**src/rtl/flippy_pkg.sv**
```systemverilog
// Shared types and sizes for the falling-letter game sequencer.
package flippy_pkg;
  localparam int NUM_SLOTS  = 3;
  localparam int YPOS_W     = 5;
  localparam int LETTER_W   = 8;
  localparam int SLOT_IDX_W = $clog2(NUM_SLOTS);

  typedef enum logic {IDLE, FALL} slot_state_t;
  typedef enum logic {RUN, OVER}  game_state_t;

  typedef struct packed {
    slot_state_t         st;
    logic [LETTER_W-1:0] letter;
    logic [YPOS_W-1:0]   ypos;
  } slot_t;

  localparam slot_t SLOT_EMPTY = '{st: IDLE, letter: '0, ypos: '0};

  function automatic logic [7:0] sat_inc8(input logic [7:0] v);
    return (v == 8'hFF) ? v : v + 8'd1;
  endfunction
endpackage

```
**src/rtl/lfsr8.sv**
```systemverilog
// 8-bit Fibonacci LFSR, taps 8,6,5,4; free-running so letters stay unpredictable.
module lfsr8 (
  input  logic       clock,
  input  logic       reset,
  input  logic [7:0] seed,
  output logic [7:0] q
);
  always_ff @(posedge clock) begin
    if (reset) q <= seed;
    else       q <= {q[6:0], q[7] ^ q[5] ^ q[4] ^ q[3]};
  end
endmodule

```
**src/rtl/letter_drop_scheduler.sv**
```systemverilog
// Game sequencer: spawns, drops and clears three letter slots, keeps score and detects the floor.
module letter_drop_scheduler
  import flippy_pkg::*;
#(
  parameter int         TICK_DIV   = 2500000,
  parameter int         SPAWN_GAP  = 6,
  parameter int         YPOS_FLOOR = 23,
  parameter logic [7:0] LFSR_SEED  = 8'h5A
) (
  input  logic                clock,
  input  logic                reset,
  input  logic                enable,
  input  logic [LETTER_W-1:0] guess,
  input  logic                guess_valid,
  output logic [LETTER_W-1:0] letter1,
  output logic [LETTER_W-1:0] letter2,
  output logic [LETTER_W-1:0] letter3,
  output logic [YPOS_W-1:0]   ypos1,
  output logic [YPOS_W-1:0]   ypos2,
  output logic [YPOS_W-1:0]   ypos3,
  output logic [NUM_SLOTS-1:0] active,
  output logic [7:0]          score,
  output logic                hit,
  output logic                miss,
  output logic                game_over
);
  localparam int TW = (TICK_DIV > 1) ? $clog2(TICK_DIV) : 1;
  localparam int SW = $clog2(SPAWN_GAP + 1);
  localparam logic [TW-1:0]     TICK_LAST = TW'(TICK_DIV - 1);
  localparam logic [SW-1:0]     GAP_C     = SW'(SPAWN_GAP);
  localparam logic [YPOS_W-1:0] FLOOR_Y   = YPOS_W'(YPOS_FLOOR);

  slot_t [NUM_SLOTS-1:0] slots_q, slots_d;
  game_state_t           state, state_d;
  logic [TW-1:0]         tick_cnt, tick_d;
  logic [SW-1:0]         spawn_cnt, spawn_d;
  logic [7:0]            score_d, lfsr;
  logic                  hit_d, miss_d;
  logic                  run, tick, match, free, floor_hit;
  logic [SLOT_IDX_W-1:0] sel, fsel;
  logic [YPOS_W-1:0]     best_y;

  lfsr8 u_lfsr (.clock(clock), .reset(reset), .seed(LFSR_SEED), .q(lfsr));

  always_comb begin
    slots_d   = slots_q;
    state_d   = state;
    tick_d    = tick_cnt;
    spawn_d   = spawn_cnt;
    score_d   = score;
    hit_d     = 1'b0;
    miss_d    = 1'b0;
    match     = 1'b0;
    free      = 1'b0;
    floor_hit = 1'b0;
    sel       = '0;
    fsel      = '0;
    best_y    = '0;
    run  = (state == RUN);
    tick = run && enable && (tick_cnt == TICK_LAST);

    // Guess picks the lowest-falling match; strict > keeps the lowest index on ties.
    for (int i = 0; i < NUM_SLOTS; i++) begin
      if (slots_q[i].st == FALL && slots_q[i].letter == guess &&
          (!match || slots_q[i].ypos > best_y)) begin
        match  = 1'b1;
        sel    = SLOT_IDX_W'(i);
        best_y = slots_q[i].ypos;
      end
    end
    if (run && guess_valid) begin
      if (match) begin
        slots_d[sel] = SLOT_EMPTY;
        score_d      = sat_inc8(score);
        hit_d        = 1'b1;
      end else begin
        miss_d = 1'b1;
      end
    end

    if (run && enable) tick_d = tick ? '0 : tick_cnt + TW'(1);

    // The tick acts on post-guess slots, so a just-cleared slot neither drops nor ends the game.
    if (tick) begin
      for (int i = 0; i < NUM_SLOTS; i++)
        if (slots_d[i].st == FALL && slots_d[i].ypos == FLOOR_Y) floor_hit = 1'b1;
      if (floor_hit) begin
        state_d = OVER;
      end else begin
        for (int i = 0; i < NUM_SLOTS; i++)
          if (slots_d[i].st == FALL) slots_d[i].ypos = slots_d[i].ypos + YPOS_W'(1);
        for (int i = 0; i < NUM_SLOTS; i++)
          if (slots_d[i].st == IDLE && !free) begin
            free = 1'b1;
            fsel = SLOT_IDX_W'(i);
          end
        if (spawn_cnt >= GAP_C) begin
          if (free) begin
            slots_d[fsel] = '{st: FALL, letter: lfsr, ypos: '0};
            spawn_d       = SW'(1);
          end
        end else begin
          spawn_d = spawn_cnt + SW'(1);
        end
      end
    end
  end

  always_ff @(posedge clock) begin
    if (reset) begin
      slots_q   <= '0;
      state     <= RUN;
      tick_cnt  <= '0;
      spawn_cnt <= GAP_C;
      score     <= '0;
      hit       <= 1'b0;
      miss      <= 1'b0;
    end else begin
      slots_q   <= slots_d;
      state     <= state_d;
      tick_cnt  <= tick_d;
      spawn_cnt <= spawn_d;
      score     <= score_d;
      hit       <= hit_d;
      miss      <= miss_d;
    end
  end

  for (genvar i = 0; i < NUM_SLOTS; i++) begin : g_active
    assign active[i] = (slots_q[i].st == FALL);
  end

  assign letter1   = slots_q[0].letter;
  assign letter2   = slots_q[1].letter;
  assign letter3   = slots_q[2].letter;
  assign ypos1     = slots_q[0].ypos;
  assign ypos2     = slots_q[1].ypos;
  assign ypos3     = slots_q[2].ypos;
  assign game_over = (state == OVER);
endmodule

```
**config.mk**
```make
export PLATFORM = sky130hd
export DESIGN_NAME = letter_drop_scheduler
export DESIGN_NICKNAME = d
export VERILOG_FILES = /design/src/rtl/flippy_pkg.sv /design/src/rtl/lfsr8.sv /design/src/rtl/letter_drop_scheduler.sv
export SDC_FILE = /design/constraint.sdc
export NUM_CORES = 1
export LEC_CHECK = 0
export CAP_MARGIN = 20
export CELL_PAD_IN_SITES_DETAIL_PLACEMENT = 0
export CELL_PAD_IN_SITES_GLOBAL_PLACEMENT = 1
export CORE_MARGIN = 2
export CORE_UTILIZATION = 25
export DETAILED_ROUTE_END_ITERATION = 8
export PLACE_DENSITY = 0.53
export SLEW_MARGIN = 20
export SYNTH_ARGS = -nofsm -noshare
export SYNTH_HDL_FRONTEND = slang
export SYNTH_SLANG_ARGS = --single-unit
export TNS_END_PERCENT = 10
```
**constraint.sdc**
```tcl
create_clock -name clock -period 10.87 [get_ports clock]
set_input_delay 2.174 -clock clock [delete_from_list [all_inputs] [get_ports clock]]
set_output_delay 2.174 -clock clock [all_outputs]
set_load 0.01 [all_outputs]
```
---- After elaboration in Yosys (flattened, before gate mapping) ----
Index checks and enable logic that the tools add are counted.
word-level totals
  bits in registers ....................... 86
  latch bits .............................. 0
  memories kept ........................... 0
  bits in read-only memories .............. 0
  output and inout bits ................... 53
  bits in writable memories ............... 0
operators by class
  order comparisons ....................... 7
  equal/unequal tests ..................... 9
  reductions and logical operators ........ 25
  mux-type cells .......................... 49
  divide/modulo/power cells ............... 0
  $add $sub $neg .......................... 6
  multiply operators ...................... 0
  bitwise logic cells ..................... 11
  shifts and indexed selects .............. 0
operator list
  kind                   number
  $mux 42                6
  $demux 14 s2           2
  $mux 5                 11
  $and 42x42->42         1
  $bwmux 42              1
  $not 42->42            1
  $mux 14                2
  $eq 8x8->1             3
  $add 22x1->22 const B  1
  $eq 22x22->1 const B   1
  $mux 22                1
  $mux 1                 20
  $add 5x1->5 const B    3
  $eq 5x5->1 const B     3
  $logic_and 1x1->1      15
  $gt 5x5->1             2
  $add 8x1->8 const B    1
  $eq 8x8->1 const B     1
  $mux 2                 4
  $lt 2x3->1 const B     2
  $mux 3                 2
  $not 1->1              6
  $reduce_and 3->1       2
  $ge 2x1->1 const B     2
  other kinds (8)        14

---- Depth between registers and ports, before layout ----
  depth in word-level cells ............... 46
  gate-level depth with buffers ........... 30
  depth with buffers taken out ............ 26

---- Hierarchy ----
Synthesis repeated with hierarchy kept, for this count alone.
second synthesis, totals
  cells, all modules ...................... 530
  area, all modules ....................... 4,589.4 um2
modules (own cells, without submodules)
  module                 cells each  times used  sequential area each (um2)  area an instance (um2)
  letter_drop_scheduler  509         1           1,561.5                     4,304.1
  lfsr8                  21          1           160.2                       285.3

---- Worst setup path before layout ----
OpenSTA, ideal clock, no wires.
  path kind ............................... input -> register
  start ................................... input guess[4]
  end ..................................... register slots_q, in the netlist ypos2[2]
  arrival ................................. 7.768 ns
  stages .................................. 28
  buffers on the path ..................... 4
  path slack .............................. 2.986 ns
  cell sequence ........................... xnor2_1 > nand3_1 > nor4_1 > clkbuf_1 > nand2_1 > ha_1 > and3_1 > and3_1 > a31o_2 > a21boi_1 > clkbuf_1 > nor2_1 > a21oi_1 > ha_1 > and4_1 > a2111oi_0 > nand4bb_1 > and3_1 > and2_1 > nor2b_1 > ha_1 > nand4b_1 > a211oi_2 > or3_1 > buf_2 > buf_2 > nor3_1 > o211a_1
between the ends
  longest elaborated chain between the ends .. 41
ends and longest elaborated chain
  what                                           RTL line                      RTL
  start, declared                                letter_drop_scheduler.sv:13   input logic [LETTER_W-1:0] guess,
  $eq 8x8->1                                     letter_drop_scheduler.sv:64   if (slots_q[i].st == FALL && slots_q[i].letter == guess &&
  $logic_and 1x1->1                              letter_drop_scheduler.sv:64
  $mux 5 or $mux 1 (tied branches)               letter_drop_scheduler.sv:64
  $gt 5x5->1 or $logic_not 1->1 (tied branches)  letter_drop_scheduler.sv:65   (!match || slots_q[i].ypos > best_y)) begin
  $logic_or 1x1->1                               letter_drop_scheduler.sv:65
  $logic_and 1x1->1                              letter_drop_scheduler.sv:64
  $mux 5 or $mux 1 (tied branches)               letter_drop_scheduler.sv:64
  $gt 5x5->1 or $logic_not 1->1 (tied branches)  letter_drop_scheduler.sv:65
  [25 not listed]                                n/a
  $logic_and 1x1->1 (not written as such)        letter_drop_scheduler.sv:99   slots_d[fsel] = '{st: FALL, letter: lfsr, ypos: '0};
  $mux 14 (not written as such)                  letter_drop_scheduler.sv:99
  $demux 14 s2                                   letter_drop_scheduler.sv:99
  $bwmux 42                                      letter_drop_scheduler.sv:99
  $mux 42                                        letter_drop_scheduler.sv:98   if (free) begin
  $mux 42                                        letter_drop_scheduler.sv:97   if (spawn_cnt >= GAP_C) begin
  $mux 42                                        letter_drop_scheduler.sv:87   if (floor_hit) begin
  $mux 42 *                                      letter_drop_scheduler.sv:84   if (tick) begin
  end signal, assigned                           letter_drop_scheduler.sv:119  slots_q <= slots_d;
  end, declared                                  letter_drop_scheduler.sv:33   slot_t [NUM_SLOTS-1:0] slots_q, slots_d;
Every way passes the cells marked *; elsewhere a longest branch is shown, timed or not. The select of a mux whose other input is x is not followed.
A chain may end at the register's enable or synchronous reset.

---- Worst setup path after layout ----
  start ................................... input guess[0]
  end ..................................... register slots_q, in the netlist letter1[1]
Same word-level chain as after synthesis.

==> flow_summary.json <==
{
  "synth_compound_area_frac": 0.133,
  "rrSetupSlack_ns": 3.69,
  "synth-xor-area-share": 0.107,
  "path_max_fanout": 21,
  "die_h_um": 138,
  "power.switching_uw": 161,
  "slew_headroom": 0.454,
  "syn_to_final_growth_pct": 25.8,
  "cts-root-buf": "clkbuf_16",
  "drv_cap": 0,
  "vias_per_cell": 4.87,
  "dieWidth_um": 138,
  "fin_crit_sh": 0.836,
  "synthArstFlopShare": 0,
  "detail-route-antenna-nets": 0,
  "start_kind": "input pin",
  "drtIter0Drc": 203,
  "routedWlPerCell_um": 17.2,
  "synthCells": 519,
  "ys_types": 60,
  "cts_tree": "yes",
  "gr-total-overflow": 0,
  "cts_made_buffers": 9,
  "hold_class": "reg2reg",
  "p_comb_frac": 0.046,
  "grt_use_total": 0.153,
  "clock_skew_ns": 0.00903,
  "cts_resized": 0,
  "clock_tree.htree_level_count": 3,
  "clkLatencyLatePin_ns": 0.35,
  "core_area_um2": 17400,
  "end_kind": "flip-flop",
  "ioPinCount": 65,
  "final_layout_size_suffix_gt1_frac": 0.0685,
  "yosys_most_used_dff": "dfxtp_1",
  "clk_pin_slew_ns": 0.06,
  "wirelength_um": 13900,
  "place_ws_ns": 1.42,
  "ys_ff_latch": 86,
  "start_util": 0.257,
  "routabilityCongestion": 0.856,
  "seqPwrFrac": 0.496,
  "ir_drop_mv": 0.0716,
  "synth_edf_count": 0,
  "clock_path_buffers": 2,
  "critPathRequiredTime_ns": 11.11,
  "final-setup-viol-count": 0,
  "synth_area_per_cell_um2": 8.64,
  "finalHoldViolCount": 0,
  "clock_sinks": 86,
  "ys_seq_area_frac": 0.384,
  "rsz0062_at_grt": "no",
  "drc": 0,
  "die_area_um2": 19000,
  "tightest_slew_ns": 0.817,
  "synth_top_family_by_area": "simple AND/OR/NAND/NOR gates",
  "layout_setup_ws_ns": 1.78,
  "hold_buffers": 0,
  "syn_area_um2": 4480,
  "sw_frac_of_total": 0.248,
  "grt_max_degree": 45,
  "internal_power_uw": 489,
  "leakage_uw": 0.00195,
  "p_per_area_nw_per_um2": 115,
  "clock.fmax_ghz": 0.110,
  "synthAdderAreaFrac": 0.0474,
  "ys_warn_count": 0,
  "worstSetupPathType": "in2reg",
  "min_period_ns": 9.09,
  "muxShareOfSynthArea": 0.0251,
  "clkPwrFrac": 0.458,
  "drtPass1Iterations": 5,
  "grt_pass1_wl_um": 22000,
  "fill_cells": 1843,
  "setup_tns_ns": 0,
  "antenna_found_initial": 0,
  "synth_nets": 548,
  "post_cts_buffers": 0,
  "status": "finished, final reports clean",
  "antenna_cells": 0,
  "first_global_vias": 3816,
  "vias": 3943,
  "io_buffers": 64,
  "num_rows": 48,
  "dpl.hpwl_um": 10800,
  "finalMaxSlewViolations": 0,
  "synth-simple-area-share": 0.277,
  "arrival_ns": 9.33,
  "final_nets": 608
}
## final cells by class
cell class	count	area, µm²	area share
clock buffer	9	225	0.0399
clock inverter	7	55.1	0.00976
multi-input combinational	403	2650	0.469
sequential	86	1720	0.305
timing repair buffer	68	671	0.119
tap	225	282	0.0499
inverter	11	41.3	0.00732
## critical path: stages
cell and delay [ns]:
clkdlybuf4s50_1 0.52, xnor2_1 0.26, nand4_1 0.10, nor4_1 0.22
buf_4 0.22, nand2_1 0.10, ha_1 0.32, and3_1 0.20
and3_1 0.18, a31o_2 0.22, a21boi_1 0.66, nor2_1 0.09
a21oi_1 0.19, ha_1 0.29, and4_1 0.21, a2111oi_0 0.39
nand4bb_1 0.19, and3_1 0.26, and2_1 0.22, nor2b_1 0.15
ha_1 0.23, nand4b_1 0.12, a211oi_2 0.58, or3_1 0.74
nor3_1 0.21, a22o_1 0.23
## cells in the mapped netlist, types with 2 or more instances
cell,n,area [µm²]
a211o_1,2,17.5
a211oi_1,2,15.0
a21boi_1,4,30.0
a21o_1,3,22.5
a21oi_1,23,115
a22o_1,8,70.1
a31oi_1,6,37.5
and2_1,5,31.3
and3_1,9,56.3
and4_1,2,17.5
buf_2,4,20.0
clkbuf_1,15,56.3
dfxtp_1,86,1720
ha_1,17,213
inv_1,11,41.3
mux2_2,2,22.5
mux2i_1,9,90.1
nand2_1,45,169
nand2b_1,14,87.6
nand3_1,32,160
nand4_1,14,87.6
nand4b_1,5,43.8
nor2_1,53,199
nor2b_1,7,43.8
nor3_1,18,90.1
nor3b_1,2,15.0
nor4_1,3,18.8
o211a_1,3,30.0
o21a_1,4,30.0
o21ai_0,9,45.0
o21ai_1,5,25.0
or2_2,6,37.5
or3_1,7,43.8
or4_1,3,22.5
or4b_1,3,30.0
xnor2_1,33,289
xor2_1,22,193
## kinds of logic (layout without fill, tap and decap cells)
kind of cell,Yosys count,after routing
muxes,11,11
DFF,86,86
adders and majority gates,17,17
xor gates and xnor gates,55,55
AOI/OAI and AO/OA,85,85
and+or+nand+nor,235,235
buffers and inverters,30,95
## per-layer routing
metal,vias up,GRT usage,share of wire
met4,0,0.0522,0.020
met5,-,0,0
li1,1969,-,-
met3,18,0.0479,0.059
met2,76,0.248,0.46
met1,1880,0.193,0.46
## per-stage QoR
stage	instances	cell area (µm²)	hold WS (ns)	utilization	power [µW]
final	809	5640	0.474	0.324	649
after global routing	809	5640	0.518	0.324	675
after CTS	809	5640	0.475	0.324	661
after detailed placement	793	5360	0.466	0.308	359
after global placement	793	5360	0.462	0.308	359
after floorplan	519	4480	0.445	-	345
## flip-flops by register name, indices dropped and copies added (netlist names)
register,count
tick_cnt,22
letter1,8
letter2,8
letter3,8
score,8
u_lfsr.q,8
ypos1,5
ypos2,5
ypos3,5
active,3
spawn_cnt,3
game_over,1
hit,1
miss,1
## placed cells by master, fill, tap and decap left out, types with 17 or more instances in the layout
master            n
ha_1             17
nand2_1          45
xnor2_1          33
nor3_1           18
nand3_1          32
nor2_1           52
xor2_1           22
dfxtp_1          86
clkdlybuf4s50_1  64
a21oi_1          23
## power by group through the flow
stage,logic [µW],registers (µW),clock network [µW]
after floorplan,17.1,328,0
after global placement,29.8,329,0
after detailed placement,29.8,329,0
after CTS,29.9,322,309
after global routing,32.1,322,321
final,29.7,322,298
## final timing paths
check                                              start                       end  depth (start not counted)
worst max register to register      active[0]$_SDFF_PP0_     letter1[1]$_SDFF_PP0_                         24
worst min-delay path            tick_cnt[1]$_SDFFE_PP0P_  tick_cnt[1]$_SDFFE_PP0P_                          2
worst min register to register  tick_cnt[1]$_SDFFE_PP0P_  tick_cnt[1]$_SDFFE_PP0P_                          2
worst max-delay path                            guess[0]     letter1[1]$_SDFF_PP0_                         26
No activity file was read; power rests on OpenSTA's default activity.
